`src/rtl/ex_pkg.sv`:
```
// ex_pkg: shared encodings for the EX stage.
// Holds the ALU operation codes, md_op and br_op encodings, the EX FSM
// state type, the B operand select constants and a small decode helper.
package ex_pkg;

  // ALU operation codes, matching the existing ALU encoding.
  localparam logic [3:0] ALU_ADD  = 4'd0;
  localparam logic [3:0] ALU_SUB  = 4'd1;
  localparam logic [3:0] ALU_AND  = 4'd2;
  localparam logic [3:0] ALU_OR   = 4'd3;
  localparam logic [3:0] ALU_XOR  = 4'd4;
  localparam logic [3:0] ALU_SLL  = 4'd5;
  localparam logic [3:0] ALU_SRL  = 4'd6;
  localparam logic [3:0] ALU_SRA  = 4'd7;
  localparam logic [3:0] ALU_SLT  = 4'd8;
  localparam logic [3:0] ALU_SLTU = 4'd9;
  localparam logic [3:0] ALU_PASSB = 4'd10;

  // B operand source select.
  localparam logic B_SEL_RD2 = 1'b0;
  localparam logic B_SEL_EXT = 1'b1;

  typedef enum logic [2:0] {
    MD_MUL   = 3'd0,
    MD_MULH  = 3'd1,
    MD_MULHU = 3'd2,
    MD_DIV   = 3'd3,
    MD_DIVU  = 3'd4,
    MD_REM   = 3'd5,
    MD_REMU  = 3'd6
  } md_op_e;

  typedef enum logic [2:0] {
    BR_NONE = 3'd0,
    BR_EQ   = 3'd1,
    BR_NE   = 3'd2,
    BR_LT   = 3'd3,
    BR_GE   = 3'd4,
    BR_LTU  = 3'd5,
    BR_GEU  = 3'd6
  } br_op_e;

  typedef enum logic {
    IDLE   = 1'b0,
    MD_RUN = 1'b1
  } ex_state_e;

  function automatic logic md_is_mul(input logic [2:0] op);
    return (op == MD_MUL) || (op == MD_MULH) || (op == MD_MULHU);
  endfunction

endpackage

```
`src/rtl/ex_muldiv_iter.sv`:
```
// ex_muldiv_iter: iterative multiply/divide datapath, one bit per cycle.
// Ports:
//   clk, rst      clock and synchronous active-high reset
//   abort         drops the operation in progress
//   start         one-cycle pulse loading op/a/b and starting XLEN iterations
//   op, a, b      operation and operands, sampled on start
//   done          high during the last iteration cycle
//   result        final result, valid while done is high
// Multiply is radix-2 shift-add on magnitudes; divide is restoring on
// magnitudes. Signs, divide-by-zero and signed overflow are fixed up here.
module ex_muldiv_iter
  import ex_pkg::*;
#(
  parameter int XLEN = 32
) (
  input  logic            clk,
  input  logic            rst,
  input  logic            abort,
  input  logic            start,
  input  logic [2:0]      op,
  input  logic [XLEN-1:0] a,
  input  logic [XLEN-1:0] b,
  output logic            done,
  output logic [XLEN-1:0] result
);

  localparam int CW = $clog2(XLEN);
  localparam logic [XLEN-1:0] MIN_VAL = {1'b1, {(XLEN-1){1'b0}}};

  md_op_e          op_q, op_d;
  logic            run_q, run_d;
  logic [CW-1:0]   cnt_q, cnt_d;
  logic [XLEN-1:0] hi_q, hi_d, lo_q, lo_d, dvs_q, dvs_d, a_q, a_d;
  logic            neg_q, neg_d, sa_q, sa_d, dz_q, dz_d, ovf_q, ovf_d;

  logic            signed_start, a_neg, b_neg;
  logic [XLEN-1:0] a_mag, b_mag;
  logic [XLEN:0]   sum, trial;
  logic [XLEN-1:0] diff_lo, hi_step, lo_step;
  logic            ge;
  logic [2*XLEN-1:0] prod, prod_fix;

  // One iteration step. Mul: hi accumulates, lo shifts out multiplier bits.
  // Div: {hi, lo} shifts left, hi holds the partial remainder, lo collects
  // quotient bits.
  always_comb begin
    sum     = {1'b0, hi_q} + (lo_q[0] ? {1'b0, dvs_q} : '0);
    trial   = {hi_q, lo_q[XLEN-1]};
    ge      = trial >= {1'b0, dvs_q};
    diff_lo = trial[XLEN-1:0] - dvs_q;
    if (md_is_mul(op_q)) begin
      hi_step = sum[XLEN:1];
      lo_step = {sum[0], lo_q[XLEN-1:1]};
    end else begin
      hi_step = ge ? diff_lo : trial[XLEN-1:0];
      lo_step = {lo_q[XLEN-2:0], ge};
    end
    prod     = {hi_step, lo_step};
    prod_fix = neg_q ? -prod : prod;
  end

  // Result taken from the step outputs so the last iteration lands directly.
  always_comb begin
    result = '0;
    unique case (op_q)
      MD_MUL:   result = prod_fix[XLEN-1:0];
      MD_MULH:  result = prod_fix[2*XLEN-1:XLEN];
      MD_MULHU: result = hi_step;
      MD_DIV:   result = dz_q ? '1 : (ovf_q ? a_q : (neg_q ? -lo_step : lo_step));
      MD_DIVU:  result = dz_q ? '1 : lo_step;
      MD_REM:   result = dz_q ? a_q : (ovf_q ? '0 : (sa_q ? -hi_step : hi_step));
      MD_REMU:  result = dz_q ? a_q : hi_step;
      default:  result = '0;
    endcase
  end

  assign done = run_q && (cnt_q == CW'(XLEN-1));

  always_comb begin
    signed_start = (op == MD_MULH) || (op == MD_DIV) || (op == MD_REM);
    a_neg = signed_start & a[XLEN-1];
    b_neg = signed_start & b[XLEN-1];
    a_mag = a_neg ? -a : a;
    b_mag = b_neg ? -b : b;

    op_d  = op_q;
    run_d = run_q;
    cnt_d = cnt_q;
    hi_d  = hi_q;
    lo_d  = lo_q;
    dvs_d = dvs_q;
    a_d   = a_q;
    neg_d = neg_q;
    sa_d  = sa_q;
    dz_d  = dz_q;
    ovf_d = ovf_q;

    if (abort) begin
      run_d = 1'b0;
    end else if (start) begin
      op_d  = md_op_e'(op);
      run_d = 1'b1;
      cnt_d = '0;
      hi_d  = '0;
      lo_d  = a_mag;
      dvs_d = b_mag;
      a_d   = a;
      neg_d = a_neg ^ b_neg;
      sa_d  = a_neg;
      dz_d  = (b == '0);
      ovf_d = (a == MIN_VAL) && (b == '1);
    end else if (run_q) begin
      hi_d  = hi_step;
      lo_d  = lo_step;
      cnt_d = cnt_q + CW'(1);
      if (done) run_d = 1'b0;
    end
  end

  always_ff @(posedge clk) begin
    if (rst) begin
      op_q  <= MD_MUL;
      run_q <= 1'b0;
      cnt_q <= '0;
      hi_q  <= '0;
      lo_q  <= '0;
      dvs_q <= '0;
      a_q   <= '0;
      neg_q <= 1'b0;
      sa_q  <= 1'b0;
      dz_q  <= 1'b0;
      ovf_q <= 1'b0;
    end else begin
      op_q  <= op_d;
      run_q <= run_d;
      cnt_q <= cnt_d;
      hi_q  <= hi_d;
      lo_q  <= lo_d;
      dvs_q <= dvs_d;
      a_q   <= a_d;
      neg_q <= neg_d;
      sa_q  <= sa_d;
      dz_q  <= dz_d;
      ovf_q <= ovf_d;
    end
  end

endmodule

```
`src/rtl/ex_stage_mc.sv`:
```
// ex_stage_mc: registered execute stage with single-cycle ALU, branch flag
// and iterative multiply/divide, valid/ready on both sides.
// Ports:
//   clk, rst                     clock, synchronous active-high reset
//   flush                        drops the in-flight op and pending result
//   in_valid/in_ready            upstream handshake
//   alu_op, md_en, md_op, b_sel, br_op, A, sext_ext, rf_rD2   op fields
//   out_valid/out_ready          downstream handshake
//   C, f                         registered result and branch-taken flag
//   busy                         multiply/divide iteration in progress
// XLEN must be at least 8 and even.
// Macro EX_FAST_MUL_EN: when defined, MUL/MULH/MULHU use a combinational
// product and complete in one cycle; divides remain iterative.
module ex_stage_mc
  import ex_pkg::*;
#(
  parameter int XLEN     = 32,
  parameter int ALU_OP_W = 4,
  parameter int BR_OP_W  = 3
) (
  input  logic                clk,
  input  logic                rst,
  input  logic                flush,
  input  logic                in_valid,
  output logic                in_ready,
  input  logic [ALU_OP_W-1:0] alu_op,
  input  logic                md_en,
  input  logic [2:0]          md_op,
  input  logic                b_sel,
  input  logic [BR_OP_W-1:0]  br_op,
  input  logic [XLEN-1:0]     A,
  input  logic [XLEN-1:0]     sext_ext,
  input  logic [XLEN-1:0]     rf_rD2,
  output logic                out_valid,
  input  logic                out_ready,
  output logic [XLEN-1:0]     C,
  output logic                f,
  output logic                busy
);

  localparam int SHW = $clog2(XLEN);

  ex_state_e       state_q, state_d;
  logic            out_valid_q, out_valid_d;
  logic [XLEN-1:0] c_q, c_d;
  logic            f_q, f_d;

  logic [XLEN-1:0] b_val, alu_res, md_result, fast_res;
  logic [XLEN:0]   cmp_diff;
  logic            eq, lt_s, ltu, br_taken, accept, md_start, md_done, fast_mul;

  assign b_val    = (b_sel == B_SEL_EXT) ? sext_ext : rf_rD2;
  assign in_ready = (state_q == IDLE) && (!out_valid_q || out_ready) && !flush;
  assign accept   = in_valid && in_ready;

  // One full-width A-B subtraction feeds SUB, SLT/SLTU and every branch test.
  // Borrow out gives unsigned less-than; signed less-than uses the operand
  // signs when they differ, since the difference can overflow then.
  always_comb begin
    cmp_diff = {1'b0, A} - {1'b0, b_val};
    eq       = (cmp_diff[XLEN-1:0] == '0);
    ltu      = cmp_diff[XLEN];
    lt_s     = (A[XLEN-1] ^ b_val[XLEN-1]) ? A[XLEN-1] : cmp_diff[XLEN-1];
    br_taken = 1'b0;
    case (br_op)
      BR_OP_W'(BR_EQ):  br_taken = eq;
      BR_OP_W'(BR_NE):  br_taken = !eq;
      BR_OP_W'(BR_LT):  br_taken = lt_s;
      BR_OP_W'(BR_GE):  br_taken = !lt_s;
      BR_OP_W'(BR_LTU): br_taken = ltu;
      BR_OP_W'(BR_GEU): br_taken = !ltu;
      default:          br_taken = 1'b0;
    endcase
  end

  always_comb begin
    alu_res = '0;
    case (alu_op)
      ALU_OP_W'(ALU_ADD):   alu_res = A + b_val;
      ALU_OP_W'(ALU_SUB):   alu_res = cmp_diff[XLEN-1:0];
      ALU_OP_W'(ALU_AND):   alu_res = A & b_val;
      ALU_OP_W'(ALU_OR):    alu_res = A | b_val;
      ALU_OP_W'(ALU_XOR):   alu_res = A ^ b_val;
      ALU_OP_W'(ALU_SLL):   alu_res = A << b_val[SHW-1:0];
      ALU_OP_W'(ALU_SRL):   alu_res = A >> b_val[SHW-1:0];
      ALU_OP_W'(ALU_SRA):   alu_res = $signed(A) >>> b_val[SHW-1:0];
      ALU_OP_W'(ALU_SLT):   alu_res = {{(XLEN-1){1'b0}}, lt_s};
      ALU_OP_W'(ALU_SLTU):  alu_res = {{(XLEN-1){1'b0}}, ltu};
      ALU_OP_W'(ALU_PASSB): alu_res = b_val;
      default:              alu_res = '0;
    endcase
  end

`ifdef EX_FAST_MUL_EN
  logic              fast_signed;
  logic [2*XLEN-1:0] fast_prod;

  // Sign-extending to 2*XLEN makes the truncated product correct for MULH.
  always_comb begin
    fast_signed = (md_op == MD_MULH);
    fast_prod   = {{XLEN{fast_signed & A[XLEN-1]}}, A} *
                  {{XLEN{fast_signed & b_val[XLEN-1]}}, b_val};
    fast_mul    = md_en && md_is_mul(md_op);
    fast_res    = (md_op == MD_MUL) ? fast_prod[XLEN-1:0] : fast_prod[2*XLEN-1:XLEN];
  end
`else
  always_comb begin
    fast_mul = 1'b0;
    fast_res = '0;
  end
`endif

  ex_muldiv_iter #(
    .XLEN(XLEN)
  ) u_muldiv (
    .clk   (clk),
    .rst   (rst),
    .abort (flush),
    .start (md_start),
    .op    (md_op),
    .a     (A),
    .b     (b_val),
    .done  (md_done),
    .result(md_result)
  );

  // A pending result clears when consumed; flush overrides everything and
  // in_ready already excludes a same-cycle accept.
  always_comb begin
    state_d     = state_q;
    out_valid_d = out_valid_q && !out_ready;
    c_d         = c_q;
    f_d         = f_q;
    md_start    = 1'b0;
    if (flush) begin
      state_d     = IDLE;
      out_valid_d = 1'b0;
    end else begin
      unique case (state_q)
        IDLE: begin
          if (accept) begin
            if (md_en && !fast_mul) begin
              md_start = 1'b1;
              state_d  = MD_RUN;
            end else begin
              out_valid_d = 1'b1;
              c_d         = md_en ? fast_res : alu_res;
              f_d         = md_en ? 1'b0 : br_taken;
            end
          end
        end
        MD_RUN: begin
          if (md_done) begin
            out_valid_d = 1'b1;
            c_d         = md_result;
            f_d         = 1'b0;
            state_d     = IDLE;
          end
        end
        default: state_d = IDLE;
      endcase
    end
  end

  always_ff @(posedge clk) begin
    if (rst) begin
      state_q     <= IDLE;
      out_valid_q <= 1'b0;
      c_q         <= '0;
      f_q         <= 1'b0;
    end else begin
      state_q     <= state_d;
      out_valid_q <= out_valid_d;
      c_q         <= c_d;
      f_q         <= f_d;
    end
  end

  assign out_valid = out_valid_q;
  assign C         = c_q;
  assign f         = f_q;
  assign busy      = (state_q == MD_RUN);

endmodule

```
`config.mk`:
```
export PLATFORM = sky130hd
export DESIGN_NAME = ex_stage_mc
export DESIGN_NICKNAME = d
export VERILOG_FILES = /design/src/rtl/ex_pkg.sv /design/src/rtl/ex_muldiv_iter.sv /design/src/rtl/ex_stage_mc.sv
export SDC_FILE = /design/constraint.sdc
export NUM_CORES = 2
export LEC_CHECK = 0
export ABC_AREA = 0
export CAP_MARGIN = 15
export CELL_PAD_IN_SITES_DETAIL_PLACEMENT = 0
export CELL_PAD_IN_SITES_GLOBAL_PLACEMENT = 1
export CORE_ASPECT_RATIO = 1.2
export CORE_MARGIN = 10
export CORE_UTILIZATION = 49
export DETAILED_ROUTE_END_ITERATION = 8
export PLACE_DENSITY_LB_ADDON = 0.1
export SETUP_SLACK_MARGIN = 0.02
export SYNTH_ARGS = -nofsm -noshare
export SYNTH_HDL_FRONTEND = slang
export SYNTH_SLANG_ARGS = --single-unit
```
`constraint.sdc`:
```
create_clock -name clk -period 16.6 [get_ports clk]
set_input_delay 1.66 -clock clk [delete_from_list [all_inputs] [get_ports clk]]
set_output_delay 1.66 -clock clk [all_outputs]
set_load 0.05 [all_outputs]
```
==> impl_table.tex <==
\begin{tabular}{lr}
\hline
Metric & Value \\
\hline
\multicolumn{2}{l}{\textbf{Worst setup path}} \\
\quad Critical path capture point type & flop \\
\quad Crit path required time & 16.97 ns \\
\quad Startpoint type of the worst setup path & primary input \\
\quad Class of the most critical setup path & in -> reg \\
\quad Depth of the worst register-to-register path & 23 \\
\quad Worst flop-to-flop path endpoint & C[26] \\
\quad Origin of the critical flop-to-flop path & u\_muldiv.dvs\_q[18] \\
\quad CP arrival & 11.56 ns \\
\quad CP max FO & 43 \\
\quad CP max stage delay & 0.91 ns \\
\quad Slowest cell on the critical path & sky130\_fd\_sc\_hd\_\_a221oi\_1 \\
\quad Endpoint of the most critical setup path & f \\
\quad Most prevalent standard cell on the critical path & sky130\_fd\_sc\_hd\_\_nor2\_1 \\
\quad Flop2flop setup slack & 9.99 ns \\
\quad Critical path startpoint & b\_sel \\
\multicolumn{2}{l}{\textbf{Clocking}} \\
\quad Clock transition at path regs & about 0.080 ns \\
\quad H-tree depth & 4 \\
\quad TritonCTS Buffers & 17 \\
\quad Number of gates given a new drive strength after cts & 0 \\
\quad Total setup buffers inserted after CTS & 0 \\
\quad Root Buffer Master & sky130\_fd\_sc\_hd\_\_clkbuf\_16 \\
\quad CTS tree & done \\
\quad Hold Buf Count CTS & 0 \\
\quad Clock Path Buffers & 2 \\
\quad Number of clock sinks seen by CTS & 176 \\
\quad Clock latency of the later-clocked register in the worst-skew pair & between 0.4 and 0.5 ns \\
\multicolumn{2}{l}{\textbf{Pwr}} \\
\quad Leakage power & 11.5 nW \\
\quad Peak ir drop on the vdd network & 0.0679 mV \\
\quad Power per standard cell area & 61.5 nW/um\^{}2 \\
\quad Overall power consumption & 1.81 mW \\
\multicolumn{2}{l}{\textbf{Routing}} \\
\quad Vias & between 30k and 40k \\
\quad Detailed-routing iteration count for the pre-antenna-repair pass & 7 \\
\quad Antenna viol nets, final & 0 \\
\quad Final wirelength & 148,000 um \\
\quad Average vias per placed instance & between 7 and 8 \\
\quad Average wire length per cell after detail routing & between 30 and 40 um \\
\quad Residual DRC & 0 \\
\quad Number of DRC markers in iteration 0 & 4,873 \\
\multicolumn{2}{l}{\textbf{Place}} \\
\quad RD Place Congestion & 1.09 \\
\quad Port buffer count & 148 \\
\quad Post-placement worst setup slack & 5.30 ns \\
\quad Total cell area at the placement stage & 28,800 um\^{}2 \\
\quad Placed cell count & $\sim$4.7k \\
\quad Post-DP HPWL & 114,000 um \\
\multicolumn{2}{l}{\textbf{Timing}} \\
\quad Transition time at the pin with the least slew margin & $\sim$1.3 ns \\
\quad RSZ-0062 raised after global routing & no \\
\quad Max-slew violations & 0 \\
\quad Fmax & 0.0894 GHz \\
\quad Final worst-path setup slack & $\sim$5.4 ns \\
\quad Worst slew margin relative to its limit & between 15 and 20\% \\
\quad Final hold slack & 0.467 ns \\
\quad Minimum period implied by the final worst setup slack & around 11 ns \\
\quad Total negative setup slack & 0 ns \\
\quad Share of the clock period used by the worst path & 67.4\% \\
\quad Number of hold-slack violations in the final timing report & 0 \\
\quad Final number of setup-violating endpoints & 0 \\
\quad Setup clock skew after layout & 0.0224 ns \\
\multicolumn{2}{l}{\textbf{Layout}} \\
\quad Area occupied by multi-input gates & about 21,000 um\^{}2 \\
\quad Net count reported at finish & $\sim$4.3k \\
\quad Area taken by flip-flops and latches & around 3500 um\^{}2 \\
\quad Post-Layout Cell Count & 4,709 \\
\quad Share of cells above drive strength 1 & $\sim$6.2\% \\
\quad Filler cell count & approximately 5.6k \\
\quad Final standard cell area without fillers & slightly below 30,000 um\^{}2 \\
\quad Final Core Density & 54.7\% \\
\quad Area growth from synthesis to final layout & 10.3\% \\
\multicolumn{2}{l}{\textbf{Floorplanning}} \\
\quad Die span in x & 233 um \\
\quad Area of the core & 53,800 um\^{}2 \\
\quad Area of the die & 64,200 um\^{}2 \\
\quad Initial Util & 49.6\% \\
\quad I/O pin count & 149 \\
\quad Row count & 93 \\
\quad Die Span Y & between 200 and 300 um \\
\multicolumn{2}{l}{\textbf{Global route}} \\
\quad Maximum number of pins on one net before global-route repair & 91 \\
\quad Via count of the first global-routing pass & 30.5k \\
\quad Global-route wire length before repair & 209,000 um \\
\quad Total track usage & between 40\% and 50\% \\
\quad Number of antenna violations at the first check in global routing & 8 \\
\quad Global-route congestion overflow total & 0 \\
\multicolumn{2}{l}{\textbf{Synth}} \\
\quad Post-synth cell types & 98 \\
\quad Share of flip-flops with an asynchronous set or reset & 0\% \\
\quad Fraction of the yosys area taken by sequential cells & 13.2\% \\
\quad Gate Count Post-Synth & 4,014 \\
\quad Synthesized flop and latch total & 176 \\
\quad Number of synthesized flops with an enable pin & 0 \\
\quad Area of the mapped netlist & 26,600 um\^{}2 \\
\quad Yosys warnings & 0 \\
\quad Most used DFF post-synth & sky130\_fd\_sc\_hd\_\_dfxtp\_1 \\
\quad Syn\_nets & 4,299 \\
\quad Synthesized area per cell & 6.64 um\^{}2 \\
\multicolumn{2}{l}{\textbf{Hold path}} \\
\quad Min-Delay Path Class & reg -> reg \\
\quad Startpoint of the tightest hold check path & u\_muldiv.cnt\_q[4] \\
\multicolumn{2}{l}{\textbf{Outcome}} \\
\quad Result of the run & complete, no violations \\
\multicolumn{2}{l}{\textbf{Job}} \\
\quad Reported max-cap violation count & 0 \\
\hline
\end{tabular}
## worst min-delay path by stage
stage,depth (start not counted),end
final,2,u_muldiv.cnt_q[4]
after global placement,2,u_muldiv.cnt_q[4]
after global routing,2,u_muldiv.cnt_q[4]
after detailed placement,2,u_muldiv.dvs_q[9]
after floorplan,2,u_muldiv.dvs_q[12]
after CTS,2,u_muldiv.dvs_q[9]
## area by class of cell
class	instances	share of cell area (%)
Timing Repair Buffer	262	7.93
Sequential cell	176	12.0
Tap cell	712	3.03
Inverter	157	2.01
Multi-Input combinational cell	3369	73.1
Antenna cell	1	0.00852
Clock inverter	14	0.481
Clock buffer	18	1.46
## sequential cells by signal, indices dropped and copies added, names as in the netlist
name,count
u_muldiv.sa_q,1
C,32
u_muldiv.neg_q,1
out_valid,1
u_muldiv.dz_q,1
u_muldiv.run_q,1
u_muldiv.op_q,3
busy,1
f,1
u_muldiv.ovf_q,1
u_muldiv.lo_q,32
u_muldiv.a_q,32
u_muldiv.hi_q,32
u_muldiv.cnt_q,5
u_muldiv.dvs_q,32
## placed cells by master, fill, tap and decap left out, types with 65 or more instances in the layout
cell type and count:
sky130_fd_sc_hd__o21ai_0 312, sky130_fd_sc_hd__ha_1 167, sky130_fd_sc_hd__buf_4 113, sky130_fd_sc_hd__inv_1 154, sky130_fd_sc_hd__nand2_1 497, sky130_fd_sc_hd__nand3_1 73, sky130_fd_sc_hd__a21oi_1 430, sky130_fd_sc_hd__a211oi_1 93
sky130_fd_sc_hd__nor3_1 93, sky130_fd_sc_hd__mux2i_1 143, sky130_fd_sc_hd__nor2_1 416, sky130_fd_sc_hd__dfxtp_1 174, sky130_fd_sc_hd__a31oi_1 65, sky130_fd_sc_hd__clkdlybuf4s50_1 146, sky130_fd_sc_hd__xnor2_1 124
## cells by family (layout without fill, tap and decap cells)
family          Yosys count  count (layout)  share of synthesized area (%)
other cells               0               1                              0
fa+ha+maj               173             173                           8.25
buf+inv                 469             451                           6.79
flops                   176             176                           13.2
simple gates           1430            1430                           24.7
xor+xnor                176             176                           5.78
mux                     171             171                           7.33
compound gates         1419            1419                           33.9
## synth_stat cells (13+ instances only)
library cell	number	area share, %
sky130_fd_sc_hd__a2111oi_0	21	0.69
sky130_fd_sc_hd__a211oi_1	93	2.6
sky130_fd_sc_hd__a21o_1	39	1.1
sky130_fd_sc_hd__a21oi_1	431	8.1
sky130_fd_sc_hd__a221o_1	16	0.60
sky130_fd_sc_hd__a221oi_1	24	0.79
sky130_fd_sc_hd__a22o_1	15	0.49
sky130_fd_sc_hd__a22oi_1	31	0.87
sky130_fd_sc_hd__a311oi_1	16	0.53
sky130_fd_sc_hd__a31oi_1	66	1.5
sky130_fd_sc_hd__and2_1	45	1.1
sky130_fd_sc_hd__and3_1	30	0.70
sky130_fd_sc_hd__buf_1	37	0.52
sky130_fd_sc_hd__buf_2	19	0.36
sky130_fd_sc_hd__clkbuf_1	251	3.5
sky130_fd_sc_hd__dfxtp_1	176	13
sky130_fd_sc_hd__ha_1	167	7.8
sky130_fd_sc_hd__inv_1	155	2.2
sky130_fd_sc_hd__mux2i_1	148	5.6
sky130_fd_sc_hd__mux4_2	19	1.6
sky130_fd_sc_hd__nand2_1	497	7.0
sky130_fd_sc_hd__nand2b_1	38	0.89
sky130_fd_sc_hd__nand3_1	74	1.4
sky130_fd_sc_hd__nand4_1	52	1.2
sky130_fd_sc_hd__nor2_1	420	5.9
sky130_fd_sc_hd__nor2b_1	26	0.61
sky130_fd_sc_hd__nor3_1	96	1.8
sky130_fd_sc_hd__nor3b_1	13	0.37
sky130_fd_sc_hd__nor4_1	41	0.96
sky130_fd_sc_hd__o211ai_1	61	1.7
sky130_fd_sc_hd__o21a_1	18	0.51
sky130_fd_sc_hd__o21ai_0	312	5.9
sky130_fd_sc_hd__o21bai_1	17	0.48
sky130_fd_sc_hd__o221ai_1	27	0.89
sky130_fd_sc_hd__o22ai_1	46	1.1
sky130_fd_sc_hd__o31ai_1	38	1.1
sky130_fd_sc_hd__o41ai_1	14	0.46
sky130_fd_sc_hd__or2_2	16	0.38
sky130_fd_sc_hd__or3_1	35	0.82
sky130_fd_sc_hd__or4_1	13	0.37
sky130_fd_sc_hd__xnor2_1	124	4.1
sky130_fd_sc_hd__xor2_1	52	1.7
## where the power goes
| group | internal [mW] | total [mW] | switching [mW] |
|---|---|---|---|
| registers | 0.435 | 0.454 | 0.0196 |
| logic | 0.294 | 0.940 | 0.646 |
| clock network | 0.200 | 0.414 | 0.214 |
| total | 0.928 | 1.81 | 0.880 |
## layer usage
layer | part of all wire (%) | wire length, um | GRT usage, % | vias up
met5 | 0.066 | 97 | 0 | -
met4 | 9.9 | 14600 | 36.4 | 14
met3 | 11 | 16400 | 10.7 | 705
met2 | 44 | 64400 | 69.2 | 2468
met1 | 35 | 52300 | 49.9 | 15400
li1 | - | - | - | 14700
## critical path: cells and delay by family
family                     cells  cell delay [ns]
adders and majority gates      2             0.82
AOI/OAI and AO/OA             12             4.45
and+or+nand+nor               14             2.70
muxes                          1             0.65
buffers and inverters          5             1.23
Note: power is estimated with default switching activity, not from simulation.
